**src/rtl/uart_rx_ctrl.sv**
```systemverilog
// UART receive-side controller: drains the receiver holding stage into a small FIFO,
// exposes DATA/STATUS/CTRL registers to the CPU bus and drives a level interrupt.
module uart_rx_ctrl #(
    parameter int unsigned FIFO_DEPTH   = 4,
    parameter int unsigned PAYLOAD_BITS = 8
) (
    input  logic                    clk,
    input  logic                    resetn,
    input  logic                    rx_valid_i,
    input  logic [PAYLOAD_BITS-1:0] rx_data_i,
    output logic                    rx_read_o,
    input  logic [1:0]              addr_i,
    input  logic [7:0]              data_in_i,
    input  logic                    data_write_i,
    input  logic                    data_read_i,
    output logic [7:0]              data_out_o,
    output logic                    irq_o
);

    localparam int unsigned PTR_W = (FIFO_DEPTH > 1) ? $clog2(FIFO_DEPTH) : 1;
    localparam int unsigned CNT_W = $clog2(FIFO_DEPTH) + 1;
    localparam int unsigned THR_W = 3;

    localparam logic [CNT_W-1:0] DEPTH_C     = CNT_W'(FIFO_DEPTH);
    localparam logic [1:0]       ADDR_DATA   = 2'd0;
    localparam logic [1:0]       ADDR_STATUS = 2'd1;
    localparam logic [1:0]       ADDR_CTRL   = 2'd2;

    typedef enum logic {
        IDLE = 1'b0,
        ACK  = 1'b1
    } state_e;

    state_e                  state_q;
    logic                    rx_read_q;
    logic                    irq_q;

    logic [PAYLOAD_BITS-1:0] mem_q [FIFO_DEPTH];
    logic [PTR_W-1:0]        head_q, head_d;
    logic [PTR_W-1:0]        tail_q, tail_d;
    logic [CNT_W-1:0]        count_q, count_d;
    logic                    overflow_q, overflow_d;

    logic                    enable_q;
    logic                    drop_q;
    logic                    irq_en_q;
    logic [THR_W-1:0]        thr_q;

    logic                    full_c;
    logic                    nempty_c;
    logic                    ctrl_wr_c;
    logic                    stat_wr_c;
    logic                    flush_c;
    logic                    pop_c;
    logic                    capture_c;
    logic                    push_c;
    logic                    ovf_set_c;
    logic [3:0]              thr_eff_c;
    logic                    irq_cond_c;
    logic                    unused_c;

    assign full_c    = (count_q == DEPTH_C);
    assign nempty_c  = (count_q != '0);
    assign ctrl_wr_c = data_write_i && (addr_i == ADDR_CTRL);
    assign stat_wr_c = data_write_i && (addr_i == ADDR_STATUS);
    assign flush_c   = ctrl_wr_c && data_in_i[6];
    assign pop_c     = data_read_i && (addr_i == ADDR_DATA) && nempty_c;

    // Hold mode leaves the byte in the receiver so its RTS stays deasserted.
    assign capture_c = (state_q == IDLE) && rx_valid_i && enable_q && (!full_c || drop_q);
    assign push_c    = capture_c && !full_c;
    assign ovf_set_c = capture_c && full_c;

    assign thr_eff_c  = (thr_q == '0) ? 4'd1 : 4'(thr_q);
    assign irq_cond_c = irq_en_q && ((4'(count_q) >= thr_eff_c) || overflow_q);

    assign unused_c = data_in_i[7];

    // FIFO pointer/count next state; flush overrides any push or pop.
    always_comb begin
        head_d  = head_q;
        tail_d  = tail_q;
        count_d = count_q;
        if (flush_c) begin
            head_d  = '0;
            tail_d  = '0;
            count_d = '0;
        end else begin
            if (push_c) tail_d = tail_q + PTR_W'(1);
            if (pop_c)  head_d = head_q + PTR_W'(1);
            unique case ({push_c, pop_c})
                2'b10:   count_d = count_q + CNT_W'(1);
                2'b01:   count_d = count_q - CNT_W'(1);
                default: count_d = count_q;
            endcase
        end
    end

    // Sticky overflow: a set in the same cycle as a clear wins.
    always_comb begin
        overflow_d = overflow_q;
        if (ovf_set_c)
            overflow_d = 1'b1;
        else if (stat_wr_c && data_in_i[2])
            overflow_d = 1'b0;
    end

    always_ff @(posedge clk) begin
        if (push_c && !flush_c) mem_q[tail_q] <= rx_data_i;
    end

    always_ff @(posedge clk) begin
        if (!resetn) begin
            state_q    <= IDLE;
            rx_read_q  <= 1'b0;
            irq_q      <= 1'b0;
            head_q     <= '0;
            tail_q     <= '0;
            count_q    <= '0;
            overflow_q <= 1'b0;
            enable_q   <= 1'b1;
            drop_q     <= 1'b0;
            irq_en_q   <= 1'b0;
            thr_q      <= THR_W'(1);
        end else begin
            unique case (state_q)
                IDLE: begin
                    if (capture_c) begin
                        state_q   <= ACK;
                        rx_read_q <= 1'b1;
                    end else begin
                        rx_read_q <= 1'b0;
                    end
                end
                ACK: begin
                    state_q   <= IDLE;
                    rx_read_q <= 1'b0;
                end
                default: begin
                    state_q   <= IDLE;
                    rx_read_q <= 1'b0;
                end
            endcase

            head_q     <= head_d;
            tail_q     <= tail_d;
            count_q    <= count_d;
            overflow_q <= overflow_d;
            irq_q      <= irq_cond_c;

            if (ctrl_wr_c) begin
                enable_q <= data_in_i[0];
                drop_q   <= data_in_i[1];
                irq_en_q <= data_in_i[2];
                thr_q    <= data_in_i[5:3];
            end
        end
    end

    // Register read mux; DATA returns 0 when the FIFO is empty.
    always_comb begin
        data_out_o = 8'h00;
        unique case (addr_i)
            ADDR_DATA:   if (nempty_c) data_out_o = 8'(mem_q[head_q]);
            ADDR_STATUS: data_out_o = {4'(count_q), enable_q, overflow_q, full_c, nempty_c};
            ADDR_CTRL:   data_out_o = {2'b00, thr_q, irq_en_q, drop_q, enable_q};
            default:     data_out_o = 8'h00;
        endcase
    end

    assign rx_read_o = rx_read_q;
    assign irq_o     = irq_q;

endmodule

```
**config.mk**
```make
export PLATFORM = sky130hd
export DESIGN_NAME = uart_rx_ctrl
export DESIGN_NICKNAME = d
export VERILOG_FILES = /design/src/rtl/uart_rx_ctrl.sv
export SDC_FILE = /design/constraint.sdc
export NUM_CORES = 1
export LEC_CHECK = 0
export CAP_MARGIN = 20
export CORE_UTILIZATION = 45
export CTS_BUF_LIST = sky130_fd_sc_hd__clkbuf_8
export CTS_CLUSTER_SIZE = 10
export DETAILED_ROUTE_END_ITERATION = 10
export GPL_TIMING_DRIVEN = 0
export PLACE_DENSITY = 0.67
export SLEW_MARGIN = 20
export SYNTH_ARGS = -nofsm -noshare
export SYNTH_HDL_FRONTEND = slang
export SYNTH_SLANG_ARGS = --single-unit
```
**constraint.sdc**
```tcl
create_clock -name clk -period 2.98 [get_ports clk]
set_clock_uncertainty 0.15 [all_clocks]
set_input_delay 0.745 -clock clk [delete_from_list [all_inputs] [get_ports clk]]
set_output_delay 0.745 -clock clk [all_outputs]
set_load 0.01 [all_outputs]
```
Word level (Yosys, flattened, before mapping):

Memories as Yosys holds them, arrays and structs flattened. A register that Yosys moved wholly into a read port is not among the register bits.
Index checks and enable logic that the tools add are counted.

* equality and inequality tests: 5
* shift operators: 0
* reductions and logical operators: 23
* mux-type cells: 12
* multiply operators: 0
* div/mod/pow operators: 0
* add/subtract/negate cells: 4
* magnitude comparators: 1
* bitwise operators: 2

Operators with widths (number)
* $pmux W8 S3: 1
* $logic_and A1 B1 Y1: 13
* $mux W8: 1
* $pmux W3 S2: 1
* $mux W1: 5
* $add A2 B1 Y2 const B: 2
* $eq A2 B1 Y1 const B: 2
* $eq A2 B2 Y1 const B: 2
* $mux W2: 2
* $reduce_bool A2 Y1: 2
* $add A3 B1 Y3 const B: 1
* $eq A3 B3 Y1 const B: 1
* $ge A3 B3 Y1: 1
* $logic_not A3 Y1: 1
* $mux W3: 1
* $reduce_bool A3 Y1: 1
* $sub A3 B1 Y3 const B: 1
* $logic_not A1 Y1: 2
* $logic_not A2 Y1: 1
* $logic_or A1 B1 Y1: 2
* $not A1 Y1: 2
* $pmux W1 S2: 1
* $reduce_or A2 Y1: 1

* input port bits: 23
* memories kept: 1
* memory bits (writable): 32
* bits in latches: 0
* output and inout port bits: 10
* bits in read-only memories: 0
* flip-flop bits (word level): 16
* logic and storage cells: 58

Memory list
* mem_q: depth 4, bits a word 8, rd ports 1, clocked after Yosys merged registers in 1, wr ports 1, RTL line 38 `logic [PAYLOAD_BITS-1:0] mem_q [FIFO_DEPTH];`

Depth between registers and ports, before layout:

* depth after elaboration: 8
* mapped depth: 9

Least setup slack after synthesis:

No wires, ideal clock.

* kind: input port to output port
* from: in addr_i[1]
* to: out data_out_o[1]
* stages: 4
* required time: 2085 ps
* setup slack: 626 ps
* arrival time: 1459 ps
* buffers on the path: 1
* path through: buf_2 nor2_1 a22oi_1 o21ai_1

* cells in the longest elaborated chain, start to end: 2
* elaborated cells between the ends (all ways): 4
* classes of those cells: eq/ne (2); mux (1); reduce/logical (1)

RTL lines
* start: declaration: RTL line 12 `input logic [1:0] addr_i,`
* $eq A2 B2 Y1, or another cell as far along: RTL line 163 `unique case (addr_i)`
* $pmux W8 S3 *: RTL line 163
* end: declaration: RTL line 16 `output logic [7:0] data_out_o,`

Every way passes the cells marked *; elsewhere a longest branch is shown, timed or not.

Final worst setup path:

* from: in addr_i[0]
* to: out data_out_o[0]

The elaborated chain is that of the path after synthesis.

==> metrics.txt <==
P&R area growth vs syn 21.8%; cells after synthesis 169; max capacitance violation total 0; Longest Clk Path Bufs 2; global-route wire length before repair 6750 um; minimum setup slack among reg-to-reg paths 0.66 ns; maximum number of pins on one net before global-route repair 16; share of the synthesized area in the top cell type 43.1%; Hold Path Sink irq_o; Crit Path Class in -> out; commonest non-fill, non-tap cell in the layout edfxtp_1; Worst R2R Start count_q[2]; sequential-to-total area share from yosys stat 59.2%; met3 usage in global routing 3.33%; destination of the worst register-to-register timing path count_q[2]; launch point of the worst hold path irq_en_q; area enclosed by the die boundary 5240 um2; GRT Max-Usage Layer met2; Worst Setup End Kind primary output; worst-skew pair later-pin latency 0.30 ns; Sink Count 50; standard-cell row count 25; startpoint kind of the worst setup timing path primary input; clock period minus final worst setup slack 2.89 ns; HPWL after detailed placement 3110 um; Crit path arrival time 1.99 ns; most frequent cells in the layout edfxtp_1 (32), clkdlybuf4s50_1 (20), dfxtp_1 (18); logic depth of the worst register-to-register path 9; antenna diode count 0; type of the tightest min-delay check reg -> reg; antenna violation net count after detailed routing 0; endpoints failing setup 0; Remaining Overflow, GRT 0; DP Cell Count 265; final instance area 2720 um2; Cell Area, Synth 2230 um2; met2 track utilization from global routing 31.2%; maximum achievable frequency 0.346 GHz; worst hold-check slack 0.344 ns; initial core utilization 46.9%; per-cell routed wire length 15.3 um; placement-stage cell area 2610 um2; post-synthesis register bit count 50; Slew Limit Headroom 63.7%; core box area 4750 um2; total of hold buffers inserted after clock tree synthesis 0; routed vias/inst 5.17; worst path required time 2.09 ns; Design Power 1.36 mW; clock root buffer master clkbuf_8; clock-pin slew reported for the worst setup and hold paths after clock tree synthesis 0.09 ns; syn avg cell area 13.2 um2; synthesized netlist net count 201; Peak VDD IR 0.399 mV; M1 GR Usage 21.6%; H-tree depth 2; via count 1422; ratio of cells with drive above 1 in the final layout 14.9%; unrepaired setup endpoints after global routing no; number of endpoints with negative hold slack in the final report 0; number of max-slew violations in the final report 0; period utilisation layout 96.9%; antenna violations before repair 0; global-route usage over all layers 17.6%; count of buffers inserted at the top-level ports 29; clock buffer count from CTS 5; Total Nets Final 239; chip height 72.4 um; leakage power total 0.985 nW; cells taking the most area after synthesis edfxtp_1 (43%), dfxtp_1 (16%), mux4_2 (7.1%); worst hold path stage count 1; number of ports placed on the die boundary 33; placer's final routability congestion estimate 0.838; chip width 72.4 um; Yosys top cell by area edfxtp_1; number of different library cells in the post-synthesis netlist 38; critical path peak fanout 7; run status finished, final reports clean; DR pass1 iterations 4; count of warnings emitted by yosys 0; total DRC errors in the routed layout 0; core occupancy in the finished layout 57.2%; power density relative to cell area 500 nW/um2; CTS tree yes; vias in the first global route 1414; sum of routed wire length over all layers 4200 um; DRC marker count from the first detailed-route iteration 96; final cell count without fillers 275; pin slew with the least headroom to its limit 0.542 ns
## sequential cells by signal, summed over array words and instances (netlist names), 2 cells and up, named ones only
signal,count
thr_q,3
tail_q,2
mem_q,32
head_q,2
count_q,3
## where the power goes
part / internal (mW) / switching [mW] / total [mW] / leakage, nW
clock: 0.162 / 0.210 / 0.373 / 0.0493
combinational: 0.0957 / 0.104 / 0.200 / 0.497
sequential: 0.768 / 0.0182 / 0.787 / 0.438
total: 1.03 / 0.332 / 1.36 / 0.985
## layer usage
metal / part of all wire, % / up-vias
met4: 0.86 / 0
met2: 52 / 36
li1: - / 690
met3: 4.5 / 4
met5: 0 / -
met1: 43 / 692
## worst max-delay path, stage by stage
cell             delay [ns]
dlygate4sd2_1          0.29
nor2b_1                0.14
buf_4                  0.16
nand2_1                0.06
nand2_1                0.06
clkdlybuf4s50_1        0.53
## area by class of cell
cell class / instances / area (um2)
Clock inverter: 3 / 17.5
Fill cell: 413 / 2040
Multi-Input combinational cell: 105 / 860
Sequential cell: 50 / 1320
Buffer: 7 / 50.0
Tap cell: 67 / 83.8
Inverter: 7 / 26.3
Clock buffer: 5 / 68.8
Timing Repair Buffer: 31 / 290
## worst max-delay path by stage
stage                         start       endpoint  slack [ns]  cells past startpoint
after floorplan           addr_i[1]  data_out_o[1]        0.63                      4
after global placement    addr_i[1]  data_out_o[1]       -0.50                      6
after detailed placement  addr_i[1]  data_out_o[4]       -0.51                      6
after CTS                 addr_i[1]  data_out_o[0]      0.0007                      6
after global routing      flip-flop  data_out_o[0]       0.002                      5
final                     addr_i[0]  data_out_o[0]        0.09                      6
## cell usage after synthesis, drive strengths merged
master and instances:
and2 4, fa 1, a22oi 5, inv 7, nand2 18, o211a 1, ha 8, or3b 1
nand2b 1, dfxtp 18, o311a 1, clkbuf 3, nor2 10, and3b 1, xnor2 3, nor4 1
nor2b 7, nor4b 2, xor2 3, o21ai 6, nand3 11, mux4 8, a21boi 4, a32oi 1
o21bai 1, buf 4, and3 1, edfxtp 32, nor3 2, a21oi 4
## repair_timing
| item | in CTS | in global routing |
|---|---|---|
| hold endpoints to repair | 0 | 0 |
| setup endpoints to repair | 8 | 1 |
| resized for setup | 16 | 4 |
| buffers inserted | 0 | 2 |
## logic make-up (layout without fill, tap and decap cells)
kind of cell    after synthesis  after routing  synth area share (%)
compound gates               23             23                  6.90
xor+xnor                      6              6                  2.36
fa+ha+maj                     9              9                  5.38
buf+inv                      14             53                  2.92
flops                        50             50                  59.2
mux                           8              8                  8.24
simple gates                 59             59                  15.0
## stage by stage
stage | setup TNS [ns] | setup slack [ns]
floorplan | 0 | 0.626
global placement | -3.51 | -0.498
detailed placement | -3.51 | -0.508
CTS | 0 | 0.000651
global route | 0 | 0.00218
finish | 0 | 0.0931
No activity file was read; power rests on OpenSTA's default activity.
